<file path="src/rtl/filter_weight_loader_if.sv">
// Address-stream, weight-memory and row-output signals of the filter weight loader.
// The loader connects through the slave modport; its environment uses master.
interface filter_weight_loader_if #(
   parameter int ADDR_WIDTH = 32,
   parameter int DATA_WIDTH = 8
);
   logic [ADDR_WIDTH-1:0]   addr_in;
   logic                    addr_valid;
   logic                    row_sync;
   logic                    flush;
   logic                    mem_rd_en;
   logic [ADDR_WIDTH-1:0]   mem_rd_addr;
   logic [DATA_WIDTH-1:0]   mem_rd_data;
   logic [3*DATA_WIDTH-1:0] row_data;
   logic                    row_valid;
   logic                    row_ready;
   logic [15:0]             row_count;
   logic                    err_overflow;
   logic                    err_sync;

   modport slave (
      input  addr_in, addr_valid, row_sync, flush, mem_rd_data, row_ready,
      output mem_rd_en, mem_rd_addr, row_data, row_valid, row_count,
             err_overflow, err_sync
   );

   modport master (
      output addr_in, addr_valid, row_sync, flush, mem_rd_data, row_ready,
      input  mem_rd_en, mem_rd_addr, row_data, row_valid, row_count,
             err_overflow, err_sync
   );
endinterface

</file>
<file path="src/rtl/filter_weight_loader.sv">
// Issues weight-memory reads per filter address, packs three returned weights
// per kernel row and buffers rows in a small FIFO drained by valid/ready.
module filter_weight_loader #(
   parameter int ADDR_WIDTH  = 32,
   parameter int DATA_WIDTH  = 8,
   parameter int MEM_LATENCY = 1,
   parameter int FIFO_DEPTH  = 4
) (
   input  logic                  clk,
   input  logic                  rst_n,
   filter_weight_loader_if.slave bus
);
   localparam int PW = $clog2(FIFO_DEPTH);
   localparam int RW = 3*DATA_WIDTH;
   localparam logic [PW:0] PTR_ONE = 1;

   // request stage
   logic [1:0]            req_tap, req_pos, tag_q;
   logic                  rd_en_q;
   logic [ADDR_WIDTH-1:0] rd_addr_q;
   logic                  sync_err, err_sync_q;

   // row_sync pins the request to tap 1, resynchronising the packer
   always_comb begin
      sync_err = bus.addr_valid && bus.row_sync && (req_tap != 2'd1);
      req_pos  = sync_err ? 2'd1 : req_tap;
   end

   always_ff @(posedge clk or negedge rst_n) begin
      if (!rst_n) begin
         rd_en_q    <= 1'b0;
         rd_addr_q  <= '0;
         req_tap    <= 2'd0;
         tag_q      <= 2'd0;
         err_sync_q <= 1'b0;
      end else if (bus.flush) begin
         rd_en_q <= 1'b0;
         req_tap <= 2'd0;
      end else begin
         rd_en_q <= bus.addr_valid;
         if (bus.addr_valid) begin
            rd_addr_q <= bus.addr_in;
            tag_q     <= req_pos;
            req_tap   <= (req_pos == 2'd2) ? 2'd0 : req_pos + 2'd1;
         end
         if (sync_err) err_sync_q <= 1'b1;
      end
   end

   // return tracking: valid and tap tag follow each read through the memory
   logic [MEM_LATENCY-1:0]      vld_pipe;
   logic [MEM_LATENCY-1:0][1:0] tag_pipe;

   always_ff @(posedge clk or negedge rst_n) begin
      if (!rst_n) begin
         vld_pipe <= '0;
         tag_pipe <= '0;
      end else if (bus.flush) begin
         vld_pipe <= '0;
      end else begin
         vld_pipe[0] <= rd_en_q;
         tag_pipe[0] <= tag_q;
         for (int i = 1; i < MEM_LATENCY; i++) begin
            vld_pipe[i] <= vld_pipe[i-1];
            tag_pipe[i] <= tag_pipe[i-1];
         end
      end
   end

   // tap packer
   logic                  cap, push;
   logic [1:0]            cap_tap;
   logic [DATA_WIDTH-1:0] w0, w1;
   logic [RW-1:0]         push_row;

   always_comb begin
      cap      = vld_pipe[MEM_LATENCY-1] && !bus.flush;
      cap_tap  = tag_pipe[MEM_LATENCY-1];
      push     = cap && (cap_tap == 2'd2);
      push_row = {bus.mem_rd_data, w1, w0};
   end

   always_ff @(posedge clk or negedge rst_n) begin
      if (!rst_n) begin
         w0 <= '0;
         w1 <= '0;
      end else if (cap) begin
         if (cap_tap == 2'd0) w0 <= bus.mem_rd_data;
         if (cap_tap == 2'd1) w1 <= bus.mem_rd_data;
      end
   end

   // row FIFO; pointers carry a wrap bit to tell full from empty
   logic [RW-1:0] fifo_mem [FIFO_DEPTH];
   logic [PW:0]   wr_ptr, rd_ptr;
   logic [15:0]   count_q;
   logic          empty, full, pop, push_ok, err_ovf_q;

   always_comb begin
      empty   = (wr_ptr == rd_ptr);
      full    = (wr_ptr[PW] != rd_ptr[PW]) && (wr_ptr[PW-1:0] == rd_ptr[PW-1:0]);
      pop     = !empty && bus.row_ready && !bus.flush;
      push_ok = push && (!full || pop);
   end

   always_ff @(posedge clk or negedge rst_n) begin
      if (!rst_n) begin
         wr_ptr    <= '0;
         rd_ptr    <= '0;
         count_q   <= '0;
         err_ovf_q <= 1'b0;
      end else if (bus.flush) begin
         wr_ptr  <= '0;
         rd_ptr  <= '0;
         count_q <= '0;
      end else begin
         if (push_ok) begin
            wr_ptr  <= wr_ptr + PTR_ONE;
            count_q <= count_q + 16'd1;
         end
         if (pop) rd_ptr <= rd_ptr + PTR_ONE;
         if (push && !push_ok) err_ovf_q <= 1'b1;
      end
   end

   always_ff @(posedge clk) begin
      if (push_ok) fifo_mem[wr_ptr[PW-1:0]] <= push_row;
   end

   assign bus.mem_rd_en    = rd_en_q;
   assign bus.mem_rd_addr  = rd_addr_q;
   assign bus.row_valid    = !empty;
   assign bus.row_data     = empty ? '0 : fifo_mem[rd_ptr[PW-1:0]];
   assign bus.row_count    = count_q;
   assign bus.err_overflow = err_ovf_q;
   assign bus.err_sync     = err_sync_q;
endmodule

</file>
<file path="src/flat_wrapper.sv">
// flat-port wrapper written by rule: the top's interface ports become plain ports
module filter_weight_loader_flat 
#(
   parameter int ADDR_WIDTH  = 32,
   parameter int DATA_WIDTH  = 8,
   parameter int MEM_LATENCY = 1,
   parameter int FIFO_DEPTH  = 4
)
  (clk, rst_n, bus_addr_in, bus_addr_valid, bus_row_sync, bus_flush, bus_mem_rd_data, bus_row_ready, bus_mem_rd_en, bus_mem_rd_addr, bus_row_data, bus_row_valid, bus_row_count, bus_err_overflow, bus_err_sync);
  filter_weight_loader_if #(.ADDR_WIDTH(ADDR_WIDTH), .DATA_WIDTH(DATA_WIDTH)) bus_i ();
  input  logic clk;
  input  logic rst_n;
  input wire logic [$bits(bus_i.addr_in)-1:0] bus_addr_in;
  input wire logic [$bits(bus_i.addr_valid)-1:0] bus_addr_valid;
  input wire logic [$bits(bus_i.row_sync)-1:0] bus_row_sync;
  input wire logic [$bits(bus_i.flush)-1:0] bus_flush;
  input wire logic [$bits(bus_i.mem_rd_data)-1:0] bus_mem_rd_data;
  input wire logic [$bits(bus_i.row_ready)-1:0] bus_row_ready;
  output wire logic [$bits(bus_i.mem_rd_en)-1:0] bus_mem_rd_en;
  output wire logic [$bits(bus_i.mem_rd_addr)-1:0] bus_mem_rd_addr;
  output wire logic [$bits(bus_i.row_data)-1:0] bus_row_data;
  output wire logic [$bits(bus_i.row_valid)-1:0] bus_row_valid;
  output wire logic [$bits(bus_i.row_count)-1:0] bus_row_count;
  output wire logic [$bits(bus_i.err_overflow)-1:0] bus_err_overflow;
  output wire logic [$bits(bus_i.err_sync)-1:0] bus_err_sync;
  assign bus_i.addr_in = bus_addr_in;
  assign bus_i.addr_valid = bus_addr_valid;
  assign bus_i.row_sync = bus_row_sync;
  assign bus_i.flush = bus_flush;
  assign bus_i.mem_rd_data = bus_mem_rd_data;
  assign bus_i.row_ready = bus_row_ready;
  assign bus_mem_rd_en = bus_i.mem_rd_en;
  assign bus_mem_rd_addr = bus_i.mem_rd_addr;
  assign bus_row_data = bus_i.row_data;
  assign bus_row_valid = bus_i.row_valid;
  assign bus_row_count = bus_i.row_count;
  assign bus_err_overflow = bus_i.err_overflow;
  assign bus_err_sync = bus_i.err_sync;
  filter_weight_loader #(.ADDR_WIDTH(ADDR_WIDTH), .DATA_WIDTH(DATA_WIDTH), .MEM_LATENCY(MEM_LATENCY), .FIFO_DEPTH(FIFO_DEPTH)) u_core (.clk(clk), .rst_n(rst_n), .bus(bus_i));
endmodule
</file>
<file path="config.mk">
export PLATFORM = sky130hd
export DESIGN_NAME = filter_weight_loader_flat
export DESIGN_NICKNAME = d
export VERILOG_FILES = /design/src/rtl/filter_weight_loader_if.sv /design/src/rtl/filter_weight_loader.sv /design/src/flat_wrapper.sv
export SDC_FILE = /design/constraint.sdc
export NUM_CORES = 1
export LEC_CHECK = 0
export ABC_AREA = 1
export CORE_MARGIN = 8
export CORE_UTILIZATION = 53
export DETAILED_ROUTE_END_ITERATION = 8
export GPL_ROUTABILITY_DRIVEN = 0
export PLACE_DENSITY = 0.76
export SKIP_CTS_REPAIR_TIMING = 1
export SYNTH_ARGS = -nofsm -noshare
export SYNTH_HDL_FRONTEND = slang
export SYNTH_SLANG_ARGS = --single-unit
</file>
<file path="constraint.sdc">
create_clock -name clk -period 3.6 [get_ports clk]
set_input_delay 0.36 -clock clk [delete_from_list [all_inputs] [get_ports clk]]
set_output_delay 0.36 -clock clk [all_outputs]
set_load 0.05 [all_outputs]
</file>
Word level (Yosys, flattened, before mapping):

Memories as Yosys holds them, arrays and structs flattened.
Index checks and enable logic that the tools add are counted.

* memories: 1
* flip-flop bits (word level): 80
* bits in writable memories: 96
* output and inout bits: 76

* $add $sub $neg: 4
* muxes and demuxes: 15
* equal/unequal tests: 7
* reductions and logical operators: 23
* bitwise logic cells: 1

Memories
* u_core.fifo_mem: words 4, width 24, rd ports 1, clocked after Yosys merged registers in 0, write ports 1, line filter_weight_loader.sv:94 `logic [RW-1:0] fifo_mem [FIFO_DEPTH];`

Operators with widths (number)
* $mux W16: 2
* $mux W24: 1
* $add A16 B1 Y16 const B: 1
* $mux W3: 4
* $reduce_and A2 Y1: 5
* $logic_and A1 B1 Y1: 9
* $mux W2: 4
* $add A3 B1 Y3 const B: 2
* $reduce_bool A2 Y1: 3
* $eq A2 B2 Y1 const B: 2
* $logic_not A1 Y1: 4
* $mux W1: 4
* $eq A3 B3 Y1: 1
* $add A2 B1 Y2 const B: 1
* $eq A2 B1 Y1 const B: 1
* $eq A2 B2 Y1: 1
* $logic_not A2 Y1: 1
* $ne A2 B1 Y1 const B: 1
* $logic_or A1 B1 Y1: 1
* $ne A1 B1 Y1: 1
* $not A1 Y1: 1

Depth between registers and ports, before layout:

* depth after elaboration: 9
* mapped depth: 11
* depth with buffers taken out: 9

Worst setup path before layout:

No wires, ideal clock.

* path type: input port to flip-flop
* start point: in bus_flush
* end point: mem u_core.fifo_mem[0][0] (netlist bit) (enable)
* setup time: 405 ps
* slack: 990 ps
* data required time: 3195 ps
* cell stages on the path: 9
* data arrival time: 2205 ps
* buffers on the path: 2
* path through: buf_2 > inv_1 > nand2_1 > inv_1 > nand3_1 > inv_2 > nand2_4 > buf_6 > nor2_1

* cells in the longest elaborated chain, start to end: 6

RTL lines
* start: declaration: line flat_wrapper.sv:16 `input wire logic [$bits(bus_i.flush)-1:0] bus_flush;`
* $logic_not A1 Y1 *: line filter_weight_loader.sv:77, filter_weight_loader.sv:102
* $logic_and A1 B1 Y1 (on tied branches): line filter_weight_loader.sv:77, filter_weight_loader.sv:102
* $logic_and A1 B1 Y1 / $logic_or A1 B1 Y1 (equally long branches): line filter_weight_loader.sv:79, filter_weight_loader.sv:103
* $logic_and A1 B1 Y1 *: line filter_weight_loader.sv:103 `push_ok = push && (!full || pop);`
* $mux W1 *: line filter_weight_loader.sv:127 `if (push_ok) fifo_mem[wr_ptr[PW-1:0]] <= push_row;`
* $mux W1 (implied by the code) *: line filter_weight_loader.sv:127
* end: declaration: line filter_weight_loader.sv:94

Mark *: on every way between the ends. The rest lies on a longest branch, timed or not.

Final worst setup path:

* start point: reg u_core.rd_ptr[0]
* end point: out bus_row_data[13]

* cells in the longest elaborated chain, start to end: 2

RTL lines
* start: declaration: line filter_weight_loader.sv:95 `logic [PW:0] wr_ptr, rd_ptr;`
* start signal: assignment: line filter_weight_loader.sv:121 `if (pop) rd_ptr <= rd_ptr + PTR_ONE;`
* $mem_v2 Z4 W24 / $eq A3 B3 Y1 (equally long branches)
* $mux W24 *: line filter_weight_loader.sv:133 `assign bus.row_data = empty ? '0 : fifo_mem[rd_ptr[PW-1:0]];`
* end: declaration: line flat_wrapper.sv:21 `output wire logic [$bits(bus_i.row_data)-1:0] bus_row_data;`

Marked as above.

==> key figures <==
Outcome
  – Outcome: finished clean

Final layout
  – Reg area: 4880 sq um
  – Fill count: 1069
  – Nets@finish: 887
  – Inserted Diodes: 0
  – P&R area growth vs syn: 25.4%
  – Area of the multi-input gates: 2060 sq um
  – Layout cell share with drive strength beyond 1: 9.79%

Logic synthesis
  – Seq/Total Area, Yosys: 66.7%
  – Syn_nets: 767
  – Post-Synth Simple-Gate Area: 17.9%
  – Post-synth cell types: 27
  – Synth warn: 0
  – Ys flop type: edfxtp_1
  – Synth Area in Adders: 1.03%
  – Syn Inst Count: 715
  – Syn_area_per_cell: 10.2 sq um
  – Number of synthesized flops with an enable pin: 96
  – Number of synthesized register bits: 176
  – Compound-cell area share of the yosys netlist: 7.91%
  – Mux cell area share after synthesis: 0%
  – Async SR Flop Fraction: 45.5%
  – Yosys top cell by area: edfxtp_1
  – Largest family of logic cells by synthesized area: simple AND/OR/NAND/NOR gates
  – XOR/XNOR share of the synthesized area: 1.20%
  – Post-Syn Area: 7320 sq um
  – Top area cells in the synthesized netlist: edfxtp_1 39%, dfrtp_1 27%, nand2_1 11%
  – Synth top area share: 39.4%

Setup path
  – Depth of the most critical reg-to-reg path: 8
  – Critical Path End Type: output port
  – Critical path type: register to output port
  – Required @ worst endpoint: 3.24 ns
  – CP max FO: 26
  – Crit path launch type: register
  – Crit path DAT: 2.34 ns

Routing
  – Residual DRC count: 0
  – Via Count: 5365
  – Detailed-router iteration count before antenna repair: 5
  – Vias per cell: 5.22
  – Antenna violation net count after detailed routing: 0
  – DRT Wirelength: 16.7 mm
  – Initial detailed-routing violation count: 360
  – WL/cell: 16.2 microns

Power and ir drop
  – Leak: 4.16 nW
  – Pwr Density: 502 nW/um^2
  – Maximum VDD drop: 0.299 mV

Run
  – Max Cap Violations: 0

Timing
  – Sum Neg Setup Slack: 0 ns
  – F_max: 370 MHz
  – RSZ-0062 raised after global routing: false
  – Max Clock Skew: 0.00810 ns
  – Relative slew slack: 26.1%
  – Min cycle time layout: 2.70 ns
  – Max Slew Vio Count: 0
  – Setup ws final: 0.899 ns
  – Hold Vio Cnt, Final: 0
  – Setup violators final: 0
  – Worst slew pin tran: 1.11 ns
  – Crit share post-route: 75.0%

Hold path
  – Hold Path Class: input pin to async pin

Global route
  – Pin count of the biggest net entering global routing: 81
  – Congestion Overflow GR: 0
  – GRT Total Usage: 19.1%
  – First-pass GRT wire length: 27.4 mm
  – Vias in the first global route: 5461
  – Antenna violations before repair: 0

CTS
  – Clock transition at the registers of the reported paths: 0.06 ns
  – CTS H-Tree Depth: 4
  – Num CTS Buffers: 17
  – CTS tree: yes
  – CTS max path bufs: 2
  – Clk sinks: 176
  – Root Driver: clkbuf_16
  – Skew-Pair Late Insertion Delay: 0.42 ns

Place
  – IO buf count: 121
  – Hpwl dp: 10.6 mm
  – Placement Setup Slack: 0.514 ns

Floorplan
  – Core Region: 13700 sq um
  – DIE AREA: 17800 sq um
  – Initial Utilization: 53.6%
  – FP Rows: 43
  – DIE WIDTH: 134 microns
  – I/O pin count: 122
  – Die span in y: 134 microns
-- stage by stage --
stage	cell area [sq um]	util, %	hold slack (ns)	instances	total power, mW
finish	9180	67.2	0.0963	1028	4.61
global route	9180	67.2	0.173	1028	4.77
CTS	9180	67.2	0.144	1028	4.64
detailed placement	8630	63.2	0.446	996	2.95
global placement	8630	63.2	0.442	996	2.93
floorplan	7320	-	0.0644	715	2.71
-- per-layer routing --
layer / global-route usage [%] / routed length [microns] / part of all wire (%)
met2: 30.7 / 8100 / 49
met3: 8.02 / 1330 / 8.0
met4: 5.36 / 227 / 1.4
met5: 0 / 0 / 0
met1: 23.2 / 7010 / 42
-- placed cells by master (no fill, tap or decap), types with 2 or more instances in the layout --
master           synthesis  layout
nand2_1                213     213
edfxtp_1                96      96
clkdlybuf4s50_1          0      95
dfrtp_1                 80      80
o21ai_0                 70      70
nor2_1                  69      66
inv_1                   57      57
buf_4                    0      37
nand3_1                 30      30
o22ai_1                 25      25
clkbuf_16                0      18
nand4_1                  9       9
xor2_1                   8       8
ha_1                     6       6
inv_4                    0       5
inv_2                    4       4
clkinv_2                 0       4
nand2_2                  3       3
nor2_2                   0       3
o21bai_1                 3       3
a21o_1                   2       2
xnor2_1                  2       2
inv_6                    0       2
-- final timing paths --
kind                            slack (ns)                    endpoint           startpoint
worst min-delay path                   0.1     u_core.bus.row_count[6]                rst_n
max in group asynchronous             2.83   u_core.bus.mem_rd_addr[8]                rst_n
min in group clk                      0.47  u_core.bus.mem_rd_addr[12]      bus_addr_in[12]
worst max-delay path                  0.90            bus_row_data[13]     u_core.rd_ptr[0]
worst min register to register        0.48         u_core.bus.err_sync  u_core.bus.err_sync
worst max register to register        0.92      u_core.fifo_mem[3][10]     u_core.rd_ptr[0]
-- registers in the layout, indices dropped and copies added (netlist names), 3 cells and up --
register	cells
u_core.w0	8
u_core.rd_ptr	3
u_core.wr_ptr	3
u_core.bus.row_count	16
u_core.fifo_mem	96
u_core.w1	8
u_core.bus.mem_rd_addr	32
-- cells by family (layout without fill, tap and decap cells) --
group                    Yosys count  in the layout
adder cells (fa/ha/maj)            6              6
XOR/XNOR                          10             10
buffers and inverters             93            226
AO/OA/AOI/OAI                    103            103
AND/OR/NAND/NOR                  327            327
flip-flops                       176            176
-- layout make-up --
type                            count  area share (%)
Tap cell                          180            2.45
Clock inverter                     12           0.845
Timing Repair Buffer              132            13.4
Sequential cell                   176            53.2
Multi-Input combinational cell    446            22.5
Inverter                           62            2.54
Clock buffer                       20            5.11
-- worst max-delay path, stage by stage (launching register included) --
cell     delay (ns)
dfrtp_1        0.70
inv_2          0.06
nand2_1        0.07
nand2_1        0.09
nor2_4         0.15
nand2_2        0.38
nand2_1        0.22
inv_1          0.06
buf_4          0.19
-- report_power, final --
group	internal, mW	leakage, nW	switching [mW]
clock	0.947	0.284	0.753
sequential	2.30	1.91	0.103
combinational	0.178	1.97	0.332
total	3.43	4.16	1.19
-- cell usage after synthesis, types with 2 or more instances --
| master | n |
|---|---|
| a21o_1 | 2 |
| buf_1 | 2 |
| buf_2 | 8 |
| buf_6 | 3 |
| clkbuf_1 | 18 |
| dfrtp_1 | 80 |
| edfxtp_1 | 96 |
| ha_1 | 6 |
| inv_1 | 57 |
| inv_2 | 4 |
| nand2_1 | 213 |
| nand2_2 | 3 |
| nand3_1 | 30 |
| nand4_1 | 9 |
| nor2_1 | 69 |
| o21ai_0 | 70 |
| o21bai_1 | 3 |
| o22ai_1 | 25 |
| xnor2_1 | 2 |
| xor2_1 | 8 |
Power figures use the tool's default switching activity.
